$ cat src/rtl/key_event_if.sv
// Key level inputs and the single event channel of the clock-setting UI.
// master is the key event controller; slave is the key source / event consumer.
interface key_event_if #(
  parameter int N_KEYS = 4,
  parameter int CODE_W = 2
);
  logic [N_KEYS-1:0] key_in;
  logic              key_valid;
  logic [CODE_W-1:0] key_code;
  logic              key_long;
  logic              key_rpt;
  logic              busy;

  modport master (
    input  key_in,
    output key_valid, key_code, key_long, key_rpt, busy
  );

  modport slave (
    output key_in,
    input  key_valid, key_code, key_long, key_rpt, busy
  );
endinterface

$ cat src/rtl/key_event_module.sv
// Grants one debounced active-low key at a time and turns it into short, long
// and auto-repeat events on a single registered event channel.
module key_event_module #(
  parameter int N_KEYS     = 4,
  parameter int CODE_W     = 2,
  parameter int CNT_W      = 26,
  parameter int LONG_CNT   = 50000000,
  parameter int REPEAT_CNT = 10000000
) (
  input  logic       clk,
  input  logic       rst_n,
  key_event_if.master kif
);

  typedef enum logic [1:0] {
    WAIT_REL = 2'd0,
    IDLE     = 2'd1,
    PRESS    = 2'd2,
    REPEAT   = 2'd3
  } state_t;

  localparam logic [CNT_W-1:0] LONG_LAST   = CNT_W'(LONG_CNT - 1);
  localparam logic [CNT_W-1:0] REPEAT_LAST = CNT_W'(REPEAT_CNT - 1);

  state_t            state_reg;
  logic [CNT_W-1:0]  cnt_reg;
  logic              valid_reg;
  logic [CODE_W-1:0] code_reg;
  logic              long_reg;
  logic              rpt_reg;
  logic              busy_reg;

  logic [CODE_W-1:0] grant_idx;
  logic              all_released;
  logic              granted_released;

  // Scan from the top down so the lowest pressed index is the one left standing.
  always_comb begin
    grant_idx = '0;
    for (int i = N_KEYS - 1; i >= 0; i--) begin
      if (!kif.key_in[i]) begin
        grant_idx = CODE_W'(i);
      end
    end
  end

  assign all_released     = &kif.key_in;
  assign granted_released = kif.key_in[code_reg];

  always_ff @(posedge clk or negedge rst_n) begin
    if (!rst_n) begin
      state_reg <= WAIT_REL;
      cnt_reg   <= '0;
      valid_reg <= 1'b0;
      code_reg  <= '0;
      long_reg  <= 1'b0;
      rpt_reg   <= 1'b0;
      busy_reg  <= 1'b0;
    end else begin
      valid_reg <= 1'b0;
      long_reg  <= 1'b0;
      rpt_reg   <= 1'b0;
      busy_reg  <= 1'b1;
      case (state_reg)
        WAIT_REL: begin
          if (all_released) begin
            state_reg <= IDLE;
            busy_reg  <= 1'b0;
          end
        end
        IDLE: begin
          if (!all_released) begin
            code_reg  <= grant_idx;
            cnt_reg   <= '0;
            state_reg <= PRESS;
          end else begin
            busy_reg  <= 1'b0;
          end
        end
        PRESS: begin
          // Release wins over the terminal count, so a late release is still short.
          if (granted_released) begin
            valid_reg <= 1'b1;
            state_reg <= WAIT_REL;
          end else if (cnt_reg == LONG_LAST) begin
            valid_reg <= 1'b1;
            long_reg  <= 1'b1;
            cnt_reg   <= '0;
            state_reg <= REPEAT;
          end else begin
            cnt_reg   <= cnt_reg + 1'b1;
          end
        end
        REPEAT: begin
          if (granted_released) begin
            state_reg <= WAIT_REL;
          end else if (cnt_reg == REPEAT_LAST) begin
            valid_reg <= 1'b1;
            long_reg  <= 1'b1;
            rpt_reg   <= 1'b1;
            cnt_reg   <= '0;
          end else begin
            cnt_reg   <= cnt_reg + 1'b1;
          end
        end
        default: begin
          state_reg <= WAIT_REL;
        end
      endcase
    end
  end

  assign kif.key_valid = valid_reg;
  assign kif.key_code  = code_reg;
  assign kif.key_long  = long_reg;
  assign kif.key_rpt   = rpt_reg;
  assign kif.busy      = busy_reg;

endmodule

$ cat src/flat_wrapper.sv
// flat-port wrapper written by rule: the top's interface ports become plain ports
module key_event_module_flat 
#(
  parameter int N_KEYS     = 4,
  parameter int CODE_W     = 2,
  parameter int CNT_W      = 26,
  parameter int LONG_CNT   = 50000000,
  parameter int REPEAT_CNT = 10000000
)
  (clk, rst_n, kif_key_in, kif_key_valid, kif_key_code, kif_key_long, kif_key_rpt, kif_busy);
  key_event_if #(.N_KEYS(N_KEYS), .CODE_W(CODE_W)) kif_i ();
  input  logic clk;
  input  logic rst_n;
  input wire logic [$bits(kif_i.key_in)-1:0] kif_key_in;
  output wire logic [$bits(kif_i.key_valid)-1:0] kif_key_valid;
  output wire logic [$bits(kif_i.key_code)-1:0] kif_key_code;
  output wire logic [$bits(kif_i.key_long)-1:0] kif_key_long;
  output wire logic [$bits(kif_i.key_rpt)-1:0] kif_key_rpt;
  output wire logic [$bits(kif_i.busy)-1:0] kif_busy;
  assign kif_i.key_in = kif_key_in;
  assign kif_key_valid = kif_i.key_valid;
  assign kif_key_code = kif_i.key_code;
  assign kif_key_long = kif_i.key_long;
  assign kif_key_rpt = kif_i.key_rpt;
  assign kif_busy = kif_i.busy;
  key_event_module #(.N_KEYS(N_KEYS), .CODE_W(CODE_W), .CNT_W(CNT_W), .LONG_CNT(LONG_CNT), .REPEAT_CNT(REPEAT_CNT)) u_core (.clk(clk), .rst_n(rst_n), .kif(kif_i));
endmodule
$ cat config.mk
export PLATFORM = sky130hd
export DESIGN_NAME = key_event_module_flat
export DESIGN_NICKNAME = d
export VERILOG_FILES = /design/src/rtl/key_event_if.sv /design/src/rtl/key_event_module.sv /design/src/flat_wrapper.sv
export SDC_FILE = /design/constraint.sdc
export NUM_CORES = 1
export LEC_CHECK = 0
export CAP_MARGIN = 25
export CORE_ASPECT_RATIO = 1.75
export CORE_MARGIN = 5
export CORE_UTILIZATION = 55
export DETAILED_ROUTE_END_ITERATION = 12
export GPL_TIMING_DRIVEN = 0
export PLACE_DENSITY = 0.75
export SETUP_SLACK_MARGIN = 0.2
export SLEW_MARGIN = 30
export SYNTH_ARGS = -nofsm -noshare
export SYNTH_HDL_FRONTEND = slang
export SYNTH_SLANG_ARGS = --single-unit
$ cat constraint.sdc
create_clock -name clk -period 3.56 [get_ports clk]
set_input_delay 0.712 -clock clk [delete_from_list [all_inputs] [get_ports clk]]
set_output_delay 0.712 -clock clk [all_outputs]
set_load 0.03 [all_outputs]
==> out/metrics.cfg <==
[run_status]
status=complete, no violations

[detailed_routing]
route.top_layer_used=met4
drt_wl_total_um=5440
route.vias.total=1976
avgViaCountPerCell=6.86
drtIter0Drc=82
metal3_wl_um=371
detail_route.wirelength.met1_um=2060
met2RoutedLength_um=2770
drt_pre_antenna_iters=6
drc=0
drtAntennaViolNets=0
routed_len_inst_um=18.9

[sta]
worst_clock_skew_ns=0.00668
slew_hr_pct=35.1
grt_setup_unrepaired=no
max_freq_mhz=330
max_slew_vio_count=0
timing.final.crit_period_ns=3.03
hold_slack_ns=0.331
tightest_slew_ns=0.964
final-hold-violation-count=0
timing.final.setup_violations=0
period_share_pct=85.1
setup_tns_after_final_layout_ns=0

[critical_path]
timing.critical_path.cells=clkdlybuf4s50_1 -> mux4_2 -> a2bb2oi_1 -> clkbuf_1 -> inv_1 -> a311oi_1
critPathLaunchType=input pin
path_max_fanout=10
worstPathArrival_ns=3.21
critical-path-slowest-cell=a2bb2oi_1
timing.critical_path.to_type=flop
critical_path.startpoint=kif_key_in[3]
criticalPathCategory=input pin to flop
crit-reg2reg-launch=u_core.kif.key_code[0]$_DFFE_PN0P_
crit_required_ns=3.74
crit_path_max_incr_delay_ns=0.54

[synthesis]
syn-num-nets=229
postSynthRegisterBits=34
synth_cell_types=44
total_standard_cell_area_after_synthesis_sq_um=2000
postSynth.asyncResetShare_pct=100
synth-edff-count=0
postSynthCellCount=222
synth.yosys.warnings=0
post_synth.cell_area_avg_sq_um=9.00
synth.yosys.seq_area_share_pct=42.6
ys_dominant_reg_cell=dfrtp_1

[global_routing]
groute.usage.overall_pct=22.8
globalRoute.totalOverflow=0
via_count_of_the_first_global_routing_pass=1903
largest_net_degree_at_the_start_of_global_routing=21
grt_antenna_before_repair=0
grt_pass1_wl_um=9060

[floorplanning]
die_span_x_um=55.6
start_util_pct=56.2
die_height_um=89.7
die_area_sq_um=4980
core_area_sq_um=3560
core.rowCount=29
design.portCount=12

[cts]
clk_pin_slew_ns=0.07
postCtsSetupBuffers=0
cts-htree-levels=2
tritoncts.num_buffers=5
worstSkewPairLatency_ns=0.29
cts_root_buffer=clkbuf_8
cts-resized-gates=0
tritoncts=built
cts_hold_buffers=0
cts_buffer_depth=2
clock-sinks=34

[place]
numPlacedInstances=280
dp_hpwl_um=3920
portBuffers=11
routabilityCongestion=0.883

[power]
power_density_nw_per_um2=393
power_leakage_nw=0.866
max-vdd-ir-drop_uv=331
total_power_w=0.000898

[final_layout]
largest_register_ffs=26
layout_net_count=248
syn2layout_area_growth_pct=14.4
stdcell_count=288
layout-drive-gt1-share_pct=9.92
postLayoutCoreUtil_pct=64.3
n_antenna_cell=0

[flow_run]
cap_viol_max_count=0

[min_path]
min-delay-path-class=input pin to async pin

metrics by stage:
step | cell area [sq um] | setup slack, ns
CTS | 2280 | 0.552
floorplan | 2000 | 1.30
finish | 2280 | 0.531
global route | 2280 | 0.445
detailed placement | 2190 | 0.257
global placement | 2160 | 0.258
cell families (layout without fill, tap and decap cells):
group	after synthesis	after routing	share of synthesized area (%)
AOI/OAI and AO/OA	65	65	22.7
buffers and inverters	16	36	3.82
and+or+nand+nor	104	104	28.6
DFF	34	34	42.6
adders and majority gates	1	1	0.626
muxes	2	2	1.63
synthesized netlist by cell type, types with 2 or more instances:
cell type  number  area share (%)
o32a_1          2             1.0
and2_1          8             2.5
a41oi_1         7             3.1
dfrtp_1        34              43
o31ai_1        11             4.1
a31oi_1         8             2.5
nand3_2         2             1.0
o41ai_1         3             1.3
nor4bb_1        2             1.0
clkbuf_1        6             1.1
nand4_1        10             3.1
nand2b_1        2            0.63
nor2_1         13             2.4
or2_2           2            0.63
or4_1           3             1.1
nand3_1        14             3.5
nor4_1          4             1.3
inv_1           4            0.75
o21ai_0        12             3.0
or3_1           3            0.94
a21oi_1        12             3.0
o311ai_0        2            0.88
nand4b_1        3             1.3
buf_2           4             1.0
nor3_1          6             1.5
nand2_1        23             4.3
and3_1          5             1.6
per-layer routing:
layer / track usage, % / up-vias
met5: 0 / -
met4: 12.8 / 0
met3: 4.44 / 22
met2: 38.9 / 108
met1: 25.9 / 942
li1: - / 904
cells in the final DEF (no fill, tap or decap), types with 6 or more instances in the layout:
cell	Yosys	final
clkbuf_1	6	7
clkdlybuf4s50_1	0	10
nand3_1	14	14
a41oi_1	7	7
clkbuf_8	0	6
nor3_1	6	6
nand2_1	23	23
a21oi_1	12	12
and2_1	8	8
nor2_1	13	13
o31ai_1	11	11
o21ai_0	12	12
dfrtp_1	34	34
nand4_1	10	10
a31oi_1	8	8
worst paths after layout:
path,end,slack [ns],cells after the start
max in group asynchronous,u_core.cnt_reg[15]$_DFFE_PN0P_,2.80,2
max,u_core.cnt_reg[9]$_DFFE_PN0P_,0.53,6
max reg2reg,u_core.cnt_reg[9]$_DFFE_PN0P_,0.97,5
min in group clk,u_core.cnt_reg[1]$_DFFE_PN0P_,0.53,2
min reg2reg,u_core.cnt_reg[1]$_DFFE_PN0P_,0.53,2
min,u_core.cnt_reg[19]$_DFFE_PN0P_,0.33,1
layout make-up:
cell class                 count  area [sq um]
sequential                    34           851
timing repair buffer          12           133
buffer                        12          61.3
clock inverter                 1          5.00
fill                         332          1270
tap                           46          57.6
clock buffer                   7          86.3
multi-input combinational    172          1080
inverter                       4          15.0
power breakdown:
part / internal (W) / switching (W)
clock network: 0.000156 / 0.000143
registers: 0.000417 / 0.0000428
logic: 0.0000561 / 0.0000834
worst max-delay path, delay by kind of cell:
family / cells / cell delay (ns)
AO/OA/AOI/OAI: 2 / 0.89
buffers and inverters: 3 / 1.28
multiplexers: 1 / 0.32
Power figures use the tool's default switching activity.
